`src/rtl/sd_dfc_pkg.sv`:
```
// Shared helpers for the DFC transmitter family: channel-id width, saturating
// counter increment and "zero means one/unlimited" normalisation.
package sd_dfc_pkg;

    function automatic int chan_width(input int n);
        return (n > 1) ? $clog2(n) : 1;
    endfunction

    // Increment a w-bit counter (held in 32 bits), sticking at all-ones.
    function automatic logic [31:0] sat_inc(input logic [31:0] v, input int w);
        logic [31:0] top;
        top = (32'h1 << w) - 32'h1;
        return (v == top) ? v : v + 32'h1;
    endfunction

    function automatic logic [31:0] norm_one(input logic [31:0] v);
        return (v == 32'h0) ? 32'h1 : v;
    endfunction

    function automatic logic is_unlimited(input logic [31:0] v);
        return (v == 32'h0);
    endfunction

endpackage

```
`src/rtl/sd_dfc_rc_chan.sv`:
```
// One virtual channel: holding register, per-window transfer/flow-control
// counters and eligibility. Monitor logic present only with SD_DFC_MRCTX_MON_EN.
module sd_dfc_rc_chan import sd_dfc_pkg::*; #(
    parameter int width     = 8,
    parameter int rc_ctr_sz = 8
) (
    input  logic                 clk,
    input  logic                 rst,
    input  logic                 wrap,
    input  logic                 grant,
    input  logic                 fc_q,
    input  logic [rc_ctr_sz-1:0] rc_max_tx,
    input  logic [rc_ctr_sz-1:0] mon_fc_thd,
    input  logic                 c_srdy,
    output logic                 c_drdy,
    input  logic [width-1:0]     c_data,
    output logic [width-1:0]     hold_data,
    output logic                 elig,
    output logic                 mon_triggered
);

    logic                 hold_vld;
    logic [rc_ctr_sz-1:0] tx_ctr;
    logic                 limit;

    // Refill is allowed in the grant cycle so one channel can stream back to back.
    assign c_drdy = ~hold_vld | grant;
    assign limit  = ~is_unlimited(32'(rc_max_tx)) & (tx_ctr >= rc_max_tx);
    assign elig   = hold_vld & fc_q & ~limit;

    always_ff @(posedge clk or posedge rst) begin
        if (rst) begin
            hold_vld  <= 1'b0;
            hold_data <= '0;
        end else if (c_srdy & c_drdy) begin
            hold_vld  <= 1'b1;
            hold_data <= c_data;
        end else if (grant) begin
            hold_vld  <= 1'b0;
        end
    end

    // A grant in the wrap cycle belongs to the closing window and is discarded.
    always_ff @(posedge clk or posedge rst) begin
        if (rst)
            tx_ctr <= '0;
        else if (wrap)
            tx_ctr <= '0;
        else if (grant)
            tx_ctr <= rc_ctr_sz'(sat_inc(32'(tx_ctr), rc_ctr_sz));
    end

`ifdef SD_DFC_MRCTX_MON_EN
    logic [rc_ctr_sz-1:0] fc_ctr;

    always_ff @(posedge clk or posedge rst) begin
        if (rst) begin
            fc_ctr        <= '0;
            mon_triggered <= 1'b0;
        end else if (wrap) begin
            fc_ctr        <= '0;
            mon_triggered <= 1'b0;
        end else begin
            if (hold_vld & ~fc_q)
                fc_ctr <= rc_ctr_sz'(sat_inc(32'(fc_ctr), rc_ctr_sz));
            if (fc_ctr > mon_fc_thd)
                mon_triggered <= 1'b1;
        end
    end
`else
    logic unused_mon;
    assign unused_mon    = ^mon_fc_thd;
    assign mon_triggered = 1'b0;
`endif

endmodule

```
`src/rtl/sd_dfc_mrctx.sv`:
```
// Multi-channel rate-controlled DFC transmitter: per-channel holding registers,
// round-robin arbitration onto one link. Optional monitor: SD_DFC_MRCTX_MON_EN.
module sd_dfc_mrctx import sd_dfc_pkg::*; #(
    parameter int channels  = 4,
    parameter int width     = 8,
    parameter int rc_ctr_sz = 8,
    parameter int chan_sz   = chan_width(channels)
) (
    input  logic                          clk,
    input  logic                          rst,
    input  logic [rc_ctr_sz-1:0]          window_size,
    input  logic [channels*rc_ctr_sz-1:0] rc_max_tx,
    input  logic [channels*rc_ctr_sz-1:0] mon_fc_thd,
    output logic [channels-1:0]           mon_triggered,
    input  logic [channels-1:0]           c_srdy,
    output logic [channels-1:0]           c_drdy,
    input  logic [channels*width-1:0]     c_data,
    output logic                          p_vld,
    output logic [chan_sz-1:0]            p_chan,
    output logic [width-1:0]              p_data,
    input  logic [channels-1:0]           p_fc_n
);

    logic [rc_ctr_sz-1:0] win_ctr;
    logic [rc_ctr_sz-1:0] win_last;
    logic                 wrap;
    logic [channels-1:0]  fc_q;
    logic [channels-1:0]  elig;
    logic [channels-1:0]  grant;
    logic [width-1:0]     hold_data [channels];
    logic [chan_sz-1:0]   rr_ptr;
    logic [chan_sz-1:0]   gnt_idx;
    logic                 found;
    int                   cand;

    // ">=" rather than "==" so a shrunken window_size forces an immediate wrap.
    assign win_last = rc_ctr_sz'(norm_one(32'(window_size)) - 32'h1);
    assign wrap     = (win_ctr >= win_last);

    always_ff @(posedge clk or posedge rst) begin
        if (rst) begin
            win_ctr <= '0;
            fc_q    <= '0;
        end else begin
            win_ctr <= wrap ? '0 : win_ctr + 1'b1;
            fc_q    <= p_fc_n;
        end
    end

    for (genvar k = 0; k < channels; k++) begin : g_chan
        sd_dfc_rc_chan #(
            .width     (width),
            .rc_ctr_sz (rc_ctr_sz)
        ) u_chan (
            .clk           (clk),
            .rst           (rst),
            .wrap          (wrap),
            .grant         (grant[k]),
            .fc_q          (fc_q[k]),
            .rc_max_tx     (rc_max_tx[k*rc_ctr_sz +: rc_ctr_sz]),
            .mon_fc_thd    (mon_fc_thd[k*rc_ctr_sz +: rc_ctr_sz]),
            .c_srdy        (c_srdy[k]),
            .c_drdy        (c_drdy[k]),
            .c_data        (c_data[k*width +: width]),
            .hold_data     (hold_data[k]),
            .elig          (elig[k]),
            .mon_triggered (mon_triggered[k])
        );
    end

    // Search upward from rr_ptr, modulo channels; first eligible wins.
    always_comb begin
        grant   = '0;
        gnt_idx = '0;
        found   = 1'b0;
        cand    = 0;
        for (int i = 0; i < channels; i++) begin
            cand = int'(rr_ptr) + i;
            if (cand >= channels)
                cand = cand - channels;
            if (!found && elig[cand[chan_sz-1:0]]) begin
                found                   = 1'b1;
                gnt_idx                 = cand[chan_sz-1:0];
                grant[cand[chan_sz-1:0]] = 1'b1;
            end
        end
    end

    always_ff @(posedge clk or posedge rst) begin
        if (rst)
            rr_ptr <= '0;
        else if (found)
            rr_ptr <= (gnt_idx == chan_sz'(channels - 1)) ? '0 : gnt_idx + 1'b1;
    end

    assign p_vld  = found;
    assign p_chan = gnt_idx;
    assign p_data = found ? hold_data[gnt_idx] : '0;

endmodule

```
`config.mk`:
```
export PLATFORM = sky130hd
export DESIGN_NAME = sd_dfc_mrctx
export DESIGN_NICKNAME = d
export VERILOG_FILES = /design/src/rtl/sd_dfc_pkg.sv /design/src/rtl/sd_dfc_rc_chan.sv /design/src/rtl/sd_dfc_mrctx.sv
export SDC_FILE = /design/constraint.sdc
export NUM_CORES = 1
export LEC_CHECK = 0
export CORE_ASPECT_RATIO = 1.2
export CORE_MARGIN = 8
export CORE_UTILIZATION = 50
export CTS_CLUSTER_SIZE = 14
export DETAILED_ROUTE_END_ITERATION = 12
export DONT_BUFFER_PORTS = 1
export GPL_TIMING_DRIVEN = 0
export SLEW_MARGIN = 0
export SYNTH_ARGS = -nofsm -noshare
export SYNTH_HDL_FRONTEND = slang
export SYNTH_SLANG_ARGS = --single-unit
```
`constraint.sdc`:
```
create_clock -name clk -period 4.7 [get_ports clk]
set_clock_uncertainty 0.1 [all_clocks]
set_input_delay 0.705 -clock clk [delete_from_list [all_inputs] [get_ports clk]]
set_output_delay 0.705 -clock clk [all_outputs]
set_load 0.1 [all_outputs]
```
==> impl_metrics.ini <==
[status]
status = finished, violations left
violations = setup timing

[worst_setup_path]
setup.worst_path.start_class = register
cp.required_ns = 3.89
worstSetupEndpointType = output pin
worst_r2r_path_depth = 14
regToRegSetupSlack_ns = 0.53
worstSetupPathType = register to output pin
critical_path_peak_fanout = 6
worst-endpoint-arrival_ns = 4.21

[clock_network]
clk_pin_slew_worst_paths_ns = 0.06
clkLatencyLatePin_ns = 0.35
holdBufCountCts = 0
cts_inserted_buffers = 9
tritoncts_num_sinks = 82
tritoncts_clock_tree = yes
ctsLongestPathBuffers = 2
cts_max_level = 3
cts-root-buf = sky130_fd_sc_hd__clkbuf_16

[route]
drcViolationCount = 0
wirelength_mm = 17.8
via_count = 5267
antenna_left = 0
vias_per_cell = 6.01
drt_first_iter_violations = 346
drt-pass1-iter-count = 5
post_drt_wl_per_cell_microns = 20.3

[sta]
finalWorstSetupSlack_ns = -0.312
period_share = 1.07
fmaxAchievable_ghz = 0.200
grt_setup_unrepaired = yes
number_of_max_slew_violations_in_the_final_report = 0
timing.slew.headroom = 0.264
report.final.setup_viol = 9
final_critical_path_time_including_i_o_delays_and_setup_ns = 5.01
worst_hold_slack_ns = 0.0718
worst_slew_pin_slew_ns = 1.10
final_hold_viol_count = 0

[yosys]
ys_top_cells_by_count = sky130_fd_sc_hd__dfrtp_1, sky130_fd_sc_hd__inv_1, sky130_fd_sc_hd__o211ai_1, sky130_fd_sc_hd__mux2i_1, sky130_fd_sc_hd__ha_1
postSynthAreaPerCell_sq_um = 9.70
yosys.area.top_type = sky130_fd_sc_hd__dfrtp_1
dominantRegCellSynth = sky130_fd_sc_hd__dfrtp_1
post_synth_num_cell_types = 57
synth.cell_area_sq_um = 6520
synth_enable_flop_cells = 0
ys.warnings.count = 0
synth.top_cell.area_share = 0.315
yosys_register_bits = 82
synth.yosys.seq_area_share = 0.315
synth_cells = 672
most_common_cell_in_the_netlist = sky130_fd_sc_hd__dfrtp_1
ys_top_cells_by_area = sky130_fd_sc_hd__dfrtp_1, sky130_fd_sc_hd__ha_1, sky130_fd_sc_hd__mux2i_1
async_flop_share = 1.00

[floorplanning]
die-area_sq_um = 17000
io-pin-count = 133
initial_core_util = 0.514
fp.dieH_microns = 141
fp.dieW_microns = 120
core_area_sq_um = 12700
row_count = 45

[global_routing]
grt_max_degree = 66
globalRoute.totalOverflow = 0
grt_pass1_vias = 5389
grt_pass1_wl_mm = 28.8
antenna_found_initial = 0
grt_util_all_layers = 0.212

[final_layout]
area_growth_syn_to_layout_pct = 17.8
post_route_cells_drive_above_1_share = 0.215
antennaDiodeCount = 0
design.final.nets = 872
finalInstanceArea_sq_um = 7670

[flow_run]
max_cap_violations = 0

[placed_design]
port-buffer-count = 0
post_dp_cell_area_sq_um = 6930
place_hpwl_mm = 13.4
gpl.final_weighted_congestion = 0.866

[min_path]
min_path_type = input port to asynchronous set/reset pin
==> worst max-delay path: stages (launching register included) <==
cell and delay (ns):
sky130_fd_sc_hd__dfrtp_2 0.45, sky130_fd_sc_hd__ha_4 0.27, sky130_fd_sc_hd__nand4_1 0.09, sky130_fd_sc_hd__or3_4 0.42, sky130_fd_sc_hd__a21o_4 0.22, sky130_fd_sc_hd__mux4_2 0.48, sky130_fd_sc_hd__buf_6 0.16, sky130_fd_sc_hd__or3_4 0.32
sky130_fd_sc_hd__buf_6 0.14, sky130_fd_sc_hd__a221oi_4 0.20, sky130_fd_sc_hd__or2_4 0.22, sky130_fd_sc_hd__buf_12 0.15, sky130_fd_sc_hd__mux2i_4 0.72
==> registers in the layout (all words and copies together), names as in the netlist <==
name	count
fc_q	4
g_chan.u_chan.tx_ctr	32
rr_ptr	2
g_chan.u_chan.hold_data	32
win_ctr	8
g_chan.u_chan.hold_vld	4
==> layout by cell type, fill, tap and decap left out, types with 5 or more instances in the layout <==
| cell type | netlist | layout |
|---|---|---|
| sky130_fd_sc_hd__buf_6 | 5 | 9 |
| sky130_fd_sc_hd__clkbuf_1 | 24 | 21 |
| sky130_fd_sc_hd__o21ai_0 | 11 | 9 |
| sky130_fd_sc_hd__nor3_1 | 10 | 9 |
| sky130_fd_sc_hd__ha_1 | 50 | 47 |
| sky130_fd_sc_hd__xor2_1 | 6 | 6 |
| sky130_fd_sc_hd__and3_1 | 6 | 6 |
| sky130_fd_sc_hd__mux2i_4 | 0 | 9 |
| sky130_fd_sc_hd__a21o_1 | 10 | 9 |
| sky130_fd_sc_hd__nand4_1 | 25 | 25 |
| sky130_fd_sc_hd__nor2_1 | 22 | 21 |
| sky130_fd_sc_hd__nor4_1 | 11 | 9 |
| sky130_fd_sc_hd__nand3_1 | 10 | 10 |
| sky130_fd_sc_hd__xnor2_1 | 6 | 6 |
| sky130_fd_sc_hd__and2_1 | 7 | 7 |
| sky130_fd_sc_hd__clkbuf_16 | 0 | 9 |
| sky130_fd_sc_hd__o211ai_1 | 67 | 67 |
| sky130_fd_sc_hd__nand2_1 | 18 | 16 |
| sky130_fd_sc_hd__nand2b_1 | 5 | 5 |
| sky130_fd_sc_hd__dfrtp_2 | 0 | 6 |
| sky130_fd_sc_hd__buf_4 | 10 | 27 |
| sky130_fd_sc_hd__mux2_4 | 32 | 32 |
| sky130_fd_sc_hd__inv_1 | 75 | 66 |
| sky130_fd_sc_hd__mux2i_1 | 59 | 50 |
| sky130_fd_sc_hd__a21oi_1 | 31 | 31 |
| sky130_fd_sc_hd__o21a_1 | 22 | 21 |
| sky130_fd_sc_hd__dfrtp_1 | 82 | 76 |
| sky130_fd_sc_hd__a211oi_1 | 7 | 6 |
==> area by class of cell <==
type | count | area [sq um]
fill | 1092 | 4990
multi-input combinational | 473 | 4240
sequential | 82 | 2060
inverter | 76 | 309
buffer | 43 | 280
clock buffer | 11 | 243
timing repair buffer | 23 | 216
tap | 164 | 205
clock inverter | 5 | 125
==> logic make-up (layout without fill, tap and decap cells) <==
| group | Yosys count | in the layout | synth area share |
|---|---|---|---|
| AO/OA/AOI/OAI | 179 | 179 | 0.200 |
| XOR/XNOR | 12 | 12 | 0.0161 |
| adder cells (fa/ha/maj) | 50 | 50 | 0.0960 |
| buffers and inverters | 120 | 158 | 0.0814 |
| flip-flops | 82 | 82 | 0.315 |
| multiplexers | 94 | 94 | 0.175 |
| other | 1 | 4 | 0.000575 |
| AND/OR/NAND/NOR | 134 | 134 | 0.117 |
==> per-stage QoR <==
stage	util	setup slack (ns)	setup TNS, ns	std cells
2_1_floorplan	-	-0.0810	-0.648	675
3_3_place_gp	0.545	-0.576	-4.62	839
3_5_place_dp	0.547	-0.524	-4.30	840
4_1_cts	0.594	-0.291	-2.24	870
5_1_grt	0.606	-0.420	-3.42	877
6_report	0.606	-0.312	-2.39	877
==> final timing paths <==
kind / from / endpoint
worst max-delay path: g_chan[2].u_chan.tx_ctr[6] / p_data[6]
worst min-delay path: rst / g_chan[2].u_chan.hold_data[1]
worst max register to register: g_chan[1].u_chan.tx_ctr[0] / rr_ptr[1]
worst min register to register: win_ctr[0] / win_ctr[0]
max in group asynchronous: rst / rr_ptr[0]
min in group clk: p_fc_n[1] / fc_q[1]
==> layer usage <==
layer | GRT usage | part of all wire
met1 | 0.253 | 0.42
met2 | 0.380 | 0.52
met3 | 0.0308 | 0.038
met4 | 0.0744 | 0.017
met5 | 0 | 0
==> repair_timing <==
item / CTS / global route
resized for setup: 29 / 22
pin swaps: 6 / 7
endpoints found under the setup margin: 15 / 14
setup buffers: 14 / 7
gates cloned: 1 / 0
Power is left out: the tool's default activity adds up to more than one toggle a clock period on the data nets, which glitch-free logic cannot reach.
